## config.mk

```make
export PLATFORM = sky130hd
export DESIGN_NAME = branch_target_unit_flat
export DESIGN_NICKNAME = d
export VERILOG_FILES = /design/src/rtl/branch_pkg.sv /design/src/rtl/branch_target_unit_if.sv /design/src/rtl/return_addr_stack.sv /design/src/rtl/branch_target_unit.sv /design/src/flat_wrapper.sv
export SDC_FILE = /design/constraint.sdc
export NUM_CORES = 1
export LEC_CHECK = 0
export BUFFER_PORTS_ARGS = -buffer_cell sky130_fd_sc_hd__buf_2
export CELL_PAD_IN_SITES_DETAIL_PLACEMENT = 1
export CELL_PAD_IN_SITES_GLOBAL_PLACEMENT = 1
export CORE_MARGIN = 3
export CORE_UTILIZATION = 28
export CTS_CLUSTER_DIAMETER = 120
export DETAILED_ROUTE_END_ITERATION = 10
export PLACE_DENSITY_LB_ADDON = 0.1
export SLEW_MARGIN = 0
export SYNTH_ARGS = -nofsm -noshare
export SYNTH_HDL_FRONTEND = slang
export SYNTH_SLANG_ARGS = --single-unit
```

## constraint.sdc

```tcl
create_clock -name i_clock -period 5 [get_ports i_clock]
set_clock_uncertainty 0.1 [all_clocks]
set_input_delay 0 -clock i_clock [delete_from_list [all_inputs] [get_ports i_clock]]
set_output_delay 0 -clock i_clock [all_outputs]
set_load 0.05 [all_outputs]
```

## src/rtl/branch_pkg.sv

```systemverilog
// rtl/branch_pkg.sv - shared mode encodings and sizing helpers for the branch target unit
package branch_pkg;

  localparam logic [2:0] MODE_NONE = 3'd0;
  localparam logic [2:0] MODE_J    = 3'd1;
  localparam logic [2:0] MODE_JAL  = 3'd2;
  localparam logic [2:0] MODE_BR   = 3'd3;
  localparam logic [2:0] MODE_JR   = 3'd4;
  localparam logic [2:0] MODE_JALR = 3'd5;

  localparam int RA_REG_DEFAULT = 31;

  // Count must reach RAS_DEPTH itself, hence one bit more than the pointer.
  function automatic int count_width(input int depth);
    return $clog2(depth) + 1;
  endfunction

endpackage

```

## src/rtl/branch_target_unit_if.sv

```systemverilog
// rtl/branch_target_unit_if.sv - decode-side request and IF-side target bundle
interface branch_target_unit_if #(
  parameter int PC_SIZE   = 32,
  parameter int ADDR_SIZE = 26,
  parameter int RAS_DEPTH = 8
);
  import branch_pkg::*;

  localparam int CNT_W = count_width(RAS_DEPTH);

  logic                 i_enable;
  logic                 i_flush;
  logic                 i_valid;
  logic [2:0]           i_mode;
  logic [ADDR_SIZE-1:0] i_imm;
  logic [PC_SIZE-1:0]   i_next_pc;
  logic [4:0]           i_rs_addr;
  logic [PC_SIZE-1:0]   i_rs_data;
  logic [PC_SIZE-1:0]   o_target;
  logic                 o_target_valid;
  logic [PC_SIZE-1:0]   o_link;
  logic [PC_SIZE-1:0]   o_ras_target;
  logic                 o_ras_hit;
  logic [CNT_W-1:0]     o_ras_count;

  modport master (
    output i_enable, i_flush, i_valid, i_mode, i_imm, i_next_pc, i_rs_addr, i_rs_data,
    input  o_target, o_target_valid, o_link, o_ras_target, o_ras_hit, o_ras_count
  );

  modport slave (
    input  i_enable, i_flush, i_valid, i_mode, i_imm, i_next_pc, i_rs_addr, i_rs_data,
    output o_target, o_target_valid, o_link, o_ras_target, o_ras_hit, o_ras_count
  );

endinterface

```

## src/rtl/return_addr_stack.sv

```systemverilog
// rtl/return_addr_stack.sv - circular return-address stack; oldest entry is overwritten when full
module return_addr_stack
  import branch_pkg::*;
#(
  parameter  int PC_SIZE   = 32,
  parameter  int RAS_DEPTH = 8,
  localparam int PTR_W     = $clog2(RAS_DEPTH),
  localparam int CNT_W     = count_width(RAS_DEPTH)
) (
  input  logic               i_clock,
  input  logic               i_reset,
  input  logic               i_push,
  input  logic               i_pop,
  input  logic [PC_SIZE-1:0] i_wdata,
  output logic [PC_SIZE-1:0] o_rdata,
  output logic               o_hit,
  output logic [CNT_W-1:0]   o_count
);

  logic [PC_SIZE-1:0] mem_q [RAS_DEPTH];
  logic [PC_SIZE-1:0] mem_d [RAS_DEPTH];
  logic [PTR_W-1:0]   tp_q, tp_d, tp_inc;
  logic [CNT_W-1:0]   count_q, count_d;
  logic               nonempty;

  assign nonempty = (count_q != '0);
  assign tp_inc   = tp_q + PTR_W'(1);

  always_comb begin
    mem_d   = mem_q;
    tp_d    = tp_q;
    count_d = count_q;
    // Pop+push on a live stack replaces the top in place: depth is unchanged.
    if (i_pop && i_push && nonempty) begin
      mem_d[tp_q] = i_wdata;
    end else begin
      if (i_pop && nonempty) begin
        tp_d    = tp_q - PTR_W'(1);
        count_d = count_q - CNT_W'(1);
      end
      if (i_push) begin
        mem_d[tp_inc] = i_wdata;
        tp_d          = tp_inc;
        if (count_q != CNT_W'(RAS_DEPTH)) begin
          count_d = count_q + CNT_W'(1);
        end
      end
    end
  end

  always_ff @(posedge i_clock) begin
    if (i_reset) begin
      tp_q    <= '0;
      count_q <= '0;
    end else begin
      tp_q    <= tp_d;
      count_q <= count_d;
    end
  end

  // Contents are left stale on reset; count alone decides validity.
  always_ff @(posedge i_clock) begin
    mem_q <= mem_d;
  end

  assign o_rdata = mem_q[tp_q];
  assign o_hit   = i_pop && nonempty;
  assign o_count = count_q;

endmodule

```

## src/rtl/branch_target_unit.sv

```systemverilog
// rtl/branch_target_unit.sv - registered jump/branch/indirect target former with RAS prediction
module branch_target_unit
  import branch_pkg::*;
#(
  parameter int PC_SIZE     = 32,
  parameter int ADDR_SIZE   = 26,
  parameter int BR_IMM_SIZE = 16,
  parameter int LOWER_BITS  = 2,
  parameter int RAS_DEPTH   = 8,
  parameter int RA_REG      = RA_REG_DEFAULT
) (
  input logic                  i_clock,
  input logic                  i_reset,
  branch_target_unit_if.slave  bus
);

  localparam int CNT_W = count_width(RAS_DEPTH);

  logic                   mode_ok, is_link, is_indirect;
  logic                   ras_push, ras_pop, ras_hit;
  logic [PC_SIZE-1:0]     ras_rdata;
  logic [CNT_W-1:0]       ras_count;
  logic signed [BR_IMM_SIZE-1:0] br_imm;
  logic [PC_SIZE-1:0]     j_target, br_target, calc_target;

  logic [PC_SIZE-1:0] target_q, target_d;
  logic               target_valid_q, target_valid_d;
  logic [PC_SIZE-1:0] link_q, link_d;
  logic [PC_SIZE-1:0] ras_target_q, ras_target_d;
  logic               ras_hit_q, ras_hit_d;

  assign mode_ok     = bus.i_valid && (bus.i_mode >= MODE_J) && (bus.i_mode <= MODE_JALR);
  assign is_link     = (bus.i_mode == MODE_JAL) || (bus.i_mode == MODE_JALR);
  assign is_indirect = (bus.i_mode == MODE_JR)  || (bus.i_mode == MODE_JALR);

  // RAS only moves on a real, unstalled, unflushed instruction.
  assign ras_push = bus.i_enable && !bus.i_flush && mode_ok && is_link;
  assign ras_pop  = bus.i_enable && !bus.i_flush && mode_ok && is_indirect
                    && (bus.i_rs_addr == 5'(RA_REG));

  assign br_imm    = bus.i_imm[BR_IMM_SIZE-1:0];
  assign j_target  = {bus.i_next_pc[PC_SIZE-1:ADDR_SIZE+LOWER_BITS], bus.i_imm, {LOWER_BITS{1'b0}}};
  assign br_target = bus.i_next_pc + (PC_SIZE'(br_imm) << LOWER_BITS);

  always_comb begin
    calc_target = bus.i_rs_data;
    if ((bus.i_mode == MODE_J) || (bus.i_mode == MODE_JAL)) begin
      calc_target = j_target;
    end else if (bus.i_mode == MODE_BR) begin
      calc_target = br_target;
    end
  end

  return_addr_stack #(
    .PC_SIZE   (PC_SIZE),
    .RAS_DEPTH (RAS_DEPTH)
  ) u_ras (
    .i_clock (i_clock),
    .i_reset (i_reset),
    .i_push  (ras_push),
    .i_pop   (ras_pop),
    .i_wdata (bus.i_next_pc),
    .o_rdata (ras_rdata),
    .o_hit   (ras_hit),
    .o_count (ras_count)
  );

  always_comb begin
    target_d       = target_q;
    target_valid_d = target_valid_q;
    link_d         = link_q;
    ras_target_d   = ras_target_q;
    ras_hit_d      = ras_hit_q;
    if (bus.i_flush) begin
      target_valid_d = 1'b0;
      ras_hit_d      = 1'b0;
    end else if (bus.i_enable) begin
      target_valid_d = mode_ok;
      ras_hit_d      = ras_hit;
      if (mode_ok) begin
        target_d = calc_target;
      end
      if (mode_ok && is_link) begin
        link_d = bus.i_next_pc;
      end
      if (ras_hit) begin
        ras_target_d = ras_rdata;
      end
    end
  end

  always_ff @(posedge i_clock) begin
    if (i_reset) begin
      target_q       <= '0;
      target_valid_q <= 1'b0;
      link_q         <= '0;
      ras_target_q   <= '0;
      ras_hit_q      <= 1'b0;
    end else begin
      target_q       <= target_d;
      target_valid_q <= target_valid_d;
      link_q         <= link_d;
      ras_target_q   <= ras_target_d;
      ras_hit_q      <= ras_hit_d;
    end
  end

  assign bus.o_target       = target_q;
  assign bus.o_target_valid = target_valid_q;
  assign bus.o_link         = link_q;
  assign bus.o_ras_target   = ras_target_q;
  assign bus.o_ras_hit      = ras_hit_q;
  assign bus.o_ras_count    = ras_count;

endmodule

```

## src/flat_wrapper.sv

```systemverilog
// flat-port wrapper written by rule: the top's interface ports become plain ports
module branch_target_unit_flat import branch_pkg::*;
#(
  parameter int PC_SIZE     = 32,
  parameter int ADDR_SIZE   = 26,
  parameter int BR_IMM_SIZE = 16,
  parameter int LOWER_BITS  = 2,
  parameter int RAS_DEPTH   = 8,
  parameter int RA_REG      = RA_REG_DEFAULT
)
  (i_clock, i_reset, bus_i_enable, bus_i_flush, bus_i_valid, bus_i_mode, bus_i_imm, bus_i_next_pc, bus_i_rs_addr, bus_i_rs_data, bus_o_target, bus_o_target_valid, bus_o_link, bus_o_ras_target, bus_o_ras_hit, bus_o_ras_count);
  branch_target_unit_if #(.PC_SIZE(PC_SIZE), .ADDR_SIZE(ADDR_SIZE), .RAS_DEPTH(RAS_DEPTH)) bus_i ();
  input logic i_clock;
  input logic i_reset;
  input wire logic [$bits(bus_i.i_enable)-1:0] bus_i_enable;
  input wire logic [$bits(bus_i.i_flush)-1:0] bus_i_flush;
  input wire logic [$bits(bus_i.i_valid)-1:0] bus_i_valid;
  input wire logic [$bits(bus_i.i_mode)-1:0] bus_i_mode;
  input wire logic [$bits(bus_i.i_imm)-1:0] bus_i_imm;
  input wire logic [$bits(bus_i.i_next_pc)-1:0] bus_i_next_pc;
  input wire logic [$bits(bus_i.i_rs_addr)-1:0] bus_i_rs_addr;
  input wire logic [$bits(bus_i.i_rs_data)-1:0] bus_i_rs_data;
  output wire logic [$bits(bus_i.o_target)-1:0] bus_o_target;
  output wire logic [$bits(bus_i.o_target_valid)-1:0] bus_o_target_valid;
  output wire logic [$bits(bus_i.o_link)-1:0] bus_o_link;
  output wire logic [$bits(bus_i.o_ras_target)-1:0] bus_o_ras_target;
  output wire logic [$bits(bus_i.o_ras_hit)-1:0] bus_o_ras_hit;
  output wire logic [$bits(bus_i.o_ras_count)-1:0] bus_o_ras_count;
  assign bus_i.i_enable = bus_i_enable;
  assign bus_i.i_flush = bus_i_flush;
  assign bus_i.i_valid = bus_i_valid;
  assign bus_i.i_mode = bus_i_mode;
  assign bus_i.i_imm = bus_i_imm;
  assign bus_i.i_next_pc = bus_i_next_pc;
  assign bus_i.i_rs_addr = bus_i_rs_addr;
  assign bus_i.i_rs_data = bus_i_rs_data;
  assign bus_o_target = bus_i.o_target;
  assign bus_o_target_valid = bus_i.o_target_valid;
  assign bus_o_link = bus_i.o_link;
  assign bus_o_ras_target = bus_i.o_ras_target;
  assign bus_o_ras_hit = bus_i.o_ras_hit;
  assign bus_o_ras_count = bus_i.o_ras_count;
  branch_target_unit #(.PC_SIZE(PC_SIZE), .ADDR_SIZE(ADDR_SIZE), .BR_IMM_SIZE(BR_IMM_SIZE), .LOWER_BITS(LOWER_BITS), .RAS_DEPTH(RAS_DEPTH), .RA_REG(RA_REG)) u_core (.i_clock(i_clock), .i_reset(i_reset), .bus(bus_i));
endmodule
```

==> impl_metrics.toml <==
[run_status]
outcome = "completed"

[finish]
multi_input_area_um2 = 7300
fin_util_pct = 35.4
syn_to_final_growth_pct = 24.8
nets = 1923
final_cell_area_um2 = 21900
fillers = 6838
layout-drive-gt1-share_pct = 20.8
regArea_um2 = 9790

[placed_design]
pre_cts_ws_ns = 0.972
port_buffers = 204
place_hpwl_mm = 39.1
place_area_um2 = 19400
place_congestion = 0.854

[sta]
worst_slew_pin_slew_ns = 1.21
fin_crit_ns = 4.23
setup_ws_ns = 0.774
finalHoldViolations = 0
rsz0062_at_grt = "false"
max_freq_mhz = 237
slew-limit-headroom_pct = 19.4
fin_crit_sh_pct = 84.5
holdWs_ns = 0.0199
finalSetupViolCount = 0
slew_violations = 0
fin_setup_tns_ns = 0

[logic_synthesis]
synthTopCellsByArea = "edfxtp_1 (44%), dfxtp_1 (12%), mux4_2 (8.2%)"
synth_commonest_cells = "edfxtp_1 (256), nor2b_1 (163), nand2_1 (160)"
ys_seq_area_share_pct = 55.7
synthFlopType = "edfxtp_1"
synth_seq_cells = 361
syn_avg_cell_area_um2 = 11.7
synth_edf_count = 256
yosysUniqueCellTypes = 69
yosys.area.top_type = "edfxtp_1"
syn-num-nets = 1638
yosysTopAreaCellShare_pct = 43.7
synth_most_common_cell = "edfxtp_1"
async_flop_share_pct = 0
synth_cells = 1501
synthesis.area_um2 = 17600
yosysWarningCount = 0

[grt]
antenna_found_initial = 5
grt_pass1_wl_mm = 91.3
grt_max_degree = 73
first_global_vias = 14200
grt_use_total_pct = 18.3
grt-ovfl-total = 0

[detailed_routing]
drt_iter0_markers = 753
routedWlPerCell_um = 22.9
ant_nets = 0
drtPass1Iterations = 5
viasPerCell = 4.91
vias = 13100
drc = 0
routed_wl_mm = 60.9

[critical_path]
reg2reg_from = "u_core.u_ras.o_count[1]"
crit_fanout = 10
cp-start-kind = "input pin"
worstPathRequired_ns = 5.42
path_class = "in2reg"
cp.arrival_ns = 4.65
reg2reg_to = "u_core.u_ras.mem_q[227]"
ff2ff_setup_slack_ns = 1.10
r2r_cells = 8
endpoint_kind = "flop"

[cts]
clockRootBuffer = "clkbuf_16"
ctsLongestPathBuffers = 3
cts_setup_buffers = 0
clkSlewWorstSetupHoldPaths_ns = 0.06
clkLatencyLatePin_ns = 0.58
cts_tree = "done"
cts_buffers = 44
htree_levels = 2
clkSinkCount = 361
cts_resized = 0

[min_path]
hp-start = "bus_i_imm[6]"
whs_endpoint = "u_core.bus.o_target[8]"
hold_depth = 5
hold_class = "in2reg"

[floorplanning]
fp-row-count = 91
die_x_um = 257
ioPinCount = 205
core_area_um2 = 61900
die_h_um = 257
start_util_pct = 28.4
die_area_um2 = 65800

[pwr]
sw_frac_of_total_pct = 25.5
ir_drop_uv = 227
seqPwrFrac_pct = 46.6
switching_power_mw = 1.76
powerDensity_nw_per_um2 = 314
intPower_mw = 5.13
combPwrFrac_pct = 10.0
total_leakage_power_nw = 7.95
pwr-share-clk_pct = 43.4

[run]
drv_cap = 0
==> routing by layer <==
metal	routed length [um]	track usage (%)	up-vias
met5	0	0	-
met4	1200	4.22	0
met3	2250	2.69	64
met2	30200	32.1	256
met1	27200	23.9	6636
li1	-	-	6100
==> registers in the layout (all words and copies together) (netlist names) <==
name                       cells
u_core.bus.o_link             32
u_core.bus.o_target_valid      1
u_core.u_ras.tp_q              3
u_core.bus.o_target           32
u_core.bus.o_ras_hit           1
u_core.u_ras.o_count           4
u_core.bus.o_ras_target       32
u_core.u_ras.mem_q           256
==> what timing repair did <==
item                       4_1_cts  5_1_grt
hold buffers                   116        1
hold endpoints to repair       324        1
setup endpoints to repair        0        0
==> layout make-up <==
type / instances / area share (%)
multi-input combinational: 1017 / 33.3
antenna: 1 / 0.0114
inverter: 13 / 0.222
clock inverter: 27 / 0.793
timing repair buffer: 349 / 11.1
sequential: 361 / 44.6
tap: 837 / 4.77
clock buffer: 55 / 5.21
==> metrics by stage <==
| stage | instances | power, mW |
|---|---|---|
| 2_1_floorplan | 1501 | 3.65 |
| 3_3_place_gp | 2460 | 3.90 |
| 3_5_place_dp | 2460 | 3.90 |
| 4_1_cts | 2658 | 7.00 |
| 5_1_grt | 2659 | 7.17 |
| 6_report | 2660 | 6.89 |
==> worst max-delay path: stages <==
cell and delay [ns]:
dlygate4sd3_1 0.54, buf_2 0.19, ha_1 0.24, fa_1 0.41
a21o_1 0.22, a221oi_1 0.64, o21ai_0 0.37, a21o_1 0.31
xnor2_1 0.14, a221o_1 0.34, dlygate4sd3_1 0.56, a21oi_1 0.13
dlygate4sd3_1 0.56
==> cells in the final DEF, fill, tap and decap left out, types with 8 or more instances in the layout <==
cell type and n:
buf_2 203, clkbuf_16 44, mux4_2 64, nand4_1 12, dlygate4sd3_1 117, a21o_1 16
edfxtp_1 256, nor2b_1 163, clkinv_1 15, o21ai_0 28, nor2_1 89, clkbuf_1 11
dfxtp_1 103, a211oi_1 17, ha_1 33, a31oi_1 8, and3_1 11, xnor2_1 17
nor3_1 41, a221oi_1 9, a311oi_1 34, buf_4 27, nand2_1 160, a21oi_1 93
inv_1 13, and2_1 101
==> logic make-up (layout without fill, tap and decap cells) <==
logic type	Yosys count	after routing	synth area share [%]
DFF	361	361	55.7
xor gates and xnor gates	23	23	1.15
other	0	1	0
muxes	69	69	8.49
buffers and inverters	123	444	3.09
AOI/OAI and AO/OA	270	270	10.8
and+or+nand+nor	621	621	18.3
adders and majority gates	34	34	2.46
==> how the worst max path moves through the flow <==
stage                       startpoint                      end  slack, ns  depth (start not counted)
3_3_place_gp   u_core.u_ras.o_count[0]  u_core.u_ras.mem_q[235]       1.04                          8
4_1_cts               bus_i_next_pc[2]  u_core.bus.o_target[14]       0.82                         13
6_report              bus_i_next_pc[2]  u_core.bus.o_target[14]       0.77                         13
3_5_place_dp   u_core.u_ras.o_count[1]  u_core.u_ras.mem_q[226]       0.97                          8
5_1_grt               bus_i_next_pc[2]  u_core.bus.o_target[14]       0.61                         13
2_1_floorplan  u_core.u_ras.o_count[0]  u_core.u_ras.mem_q[224]       0.79                          8
==> power by group through the flow <==
stage / clock (mW) / sequential, mW / combinational (mW)
6_report: 2.99 / 3.21 / 0.687
5_1_grt: 3.21 / 3.21 / 0.749
4_1_cts: 3.10 / 3.21 / 0.692
3_5_place_dp: 0 / 3.27 / 0.627
3_3_place_gp: 0 / 3.27 / 0.628
2_1_floorplan: 0 / 3.33 / 0.323
No activity file was read; power rests on OpenSTA's default activity.
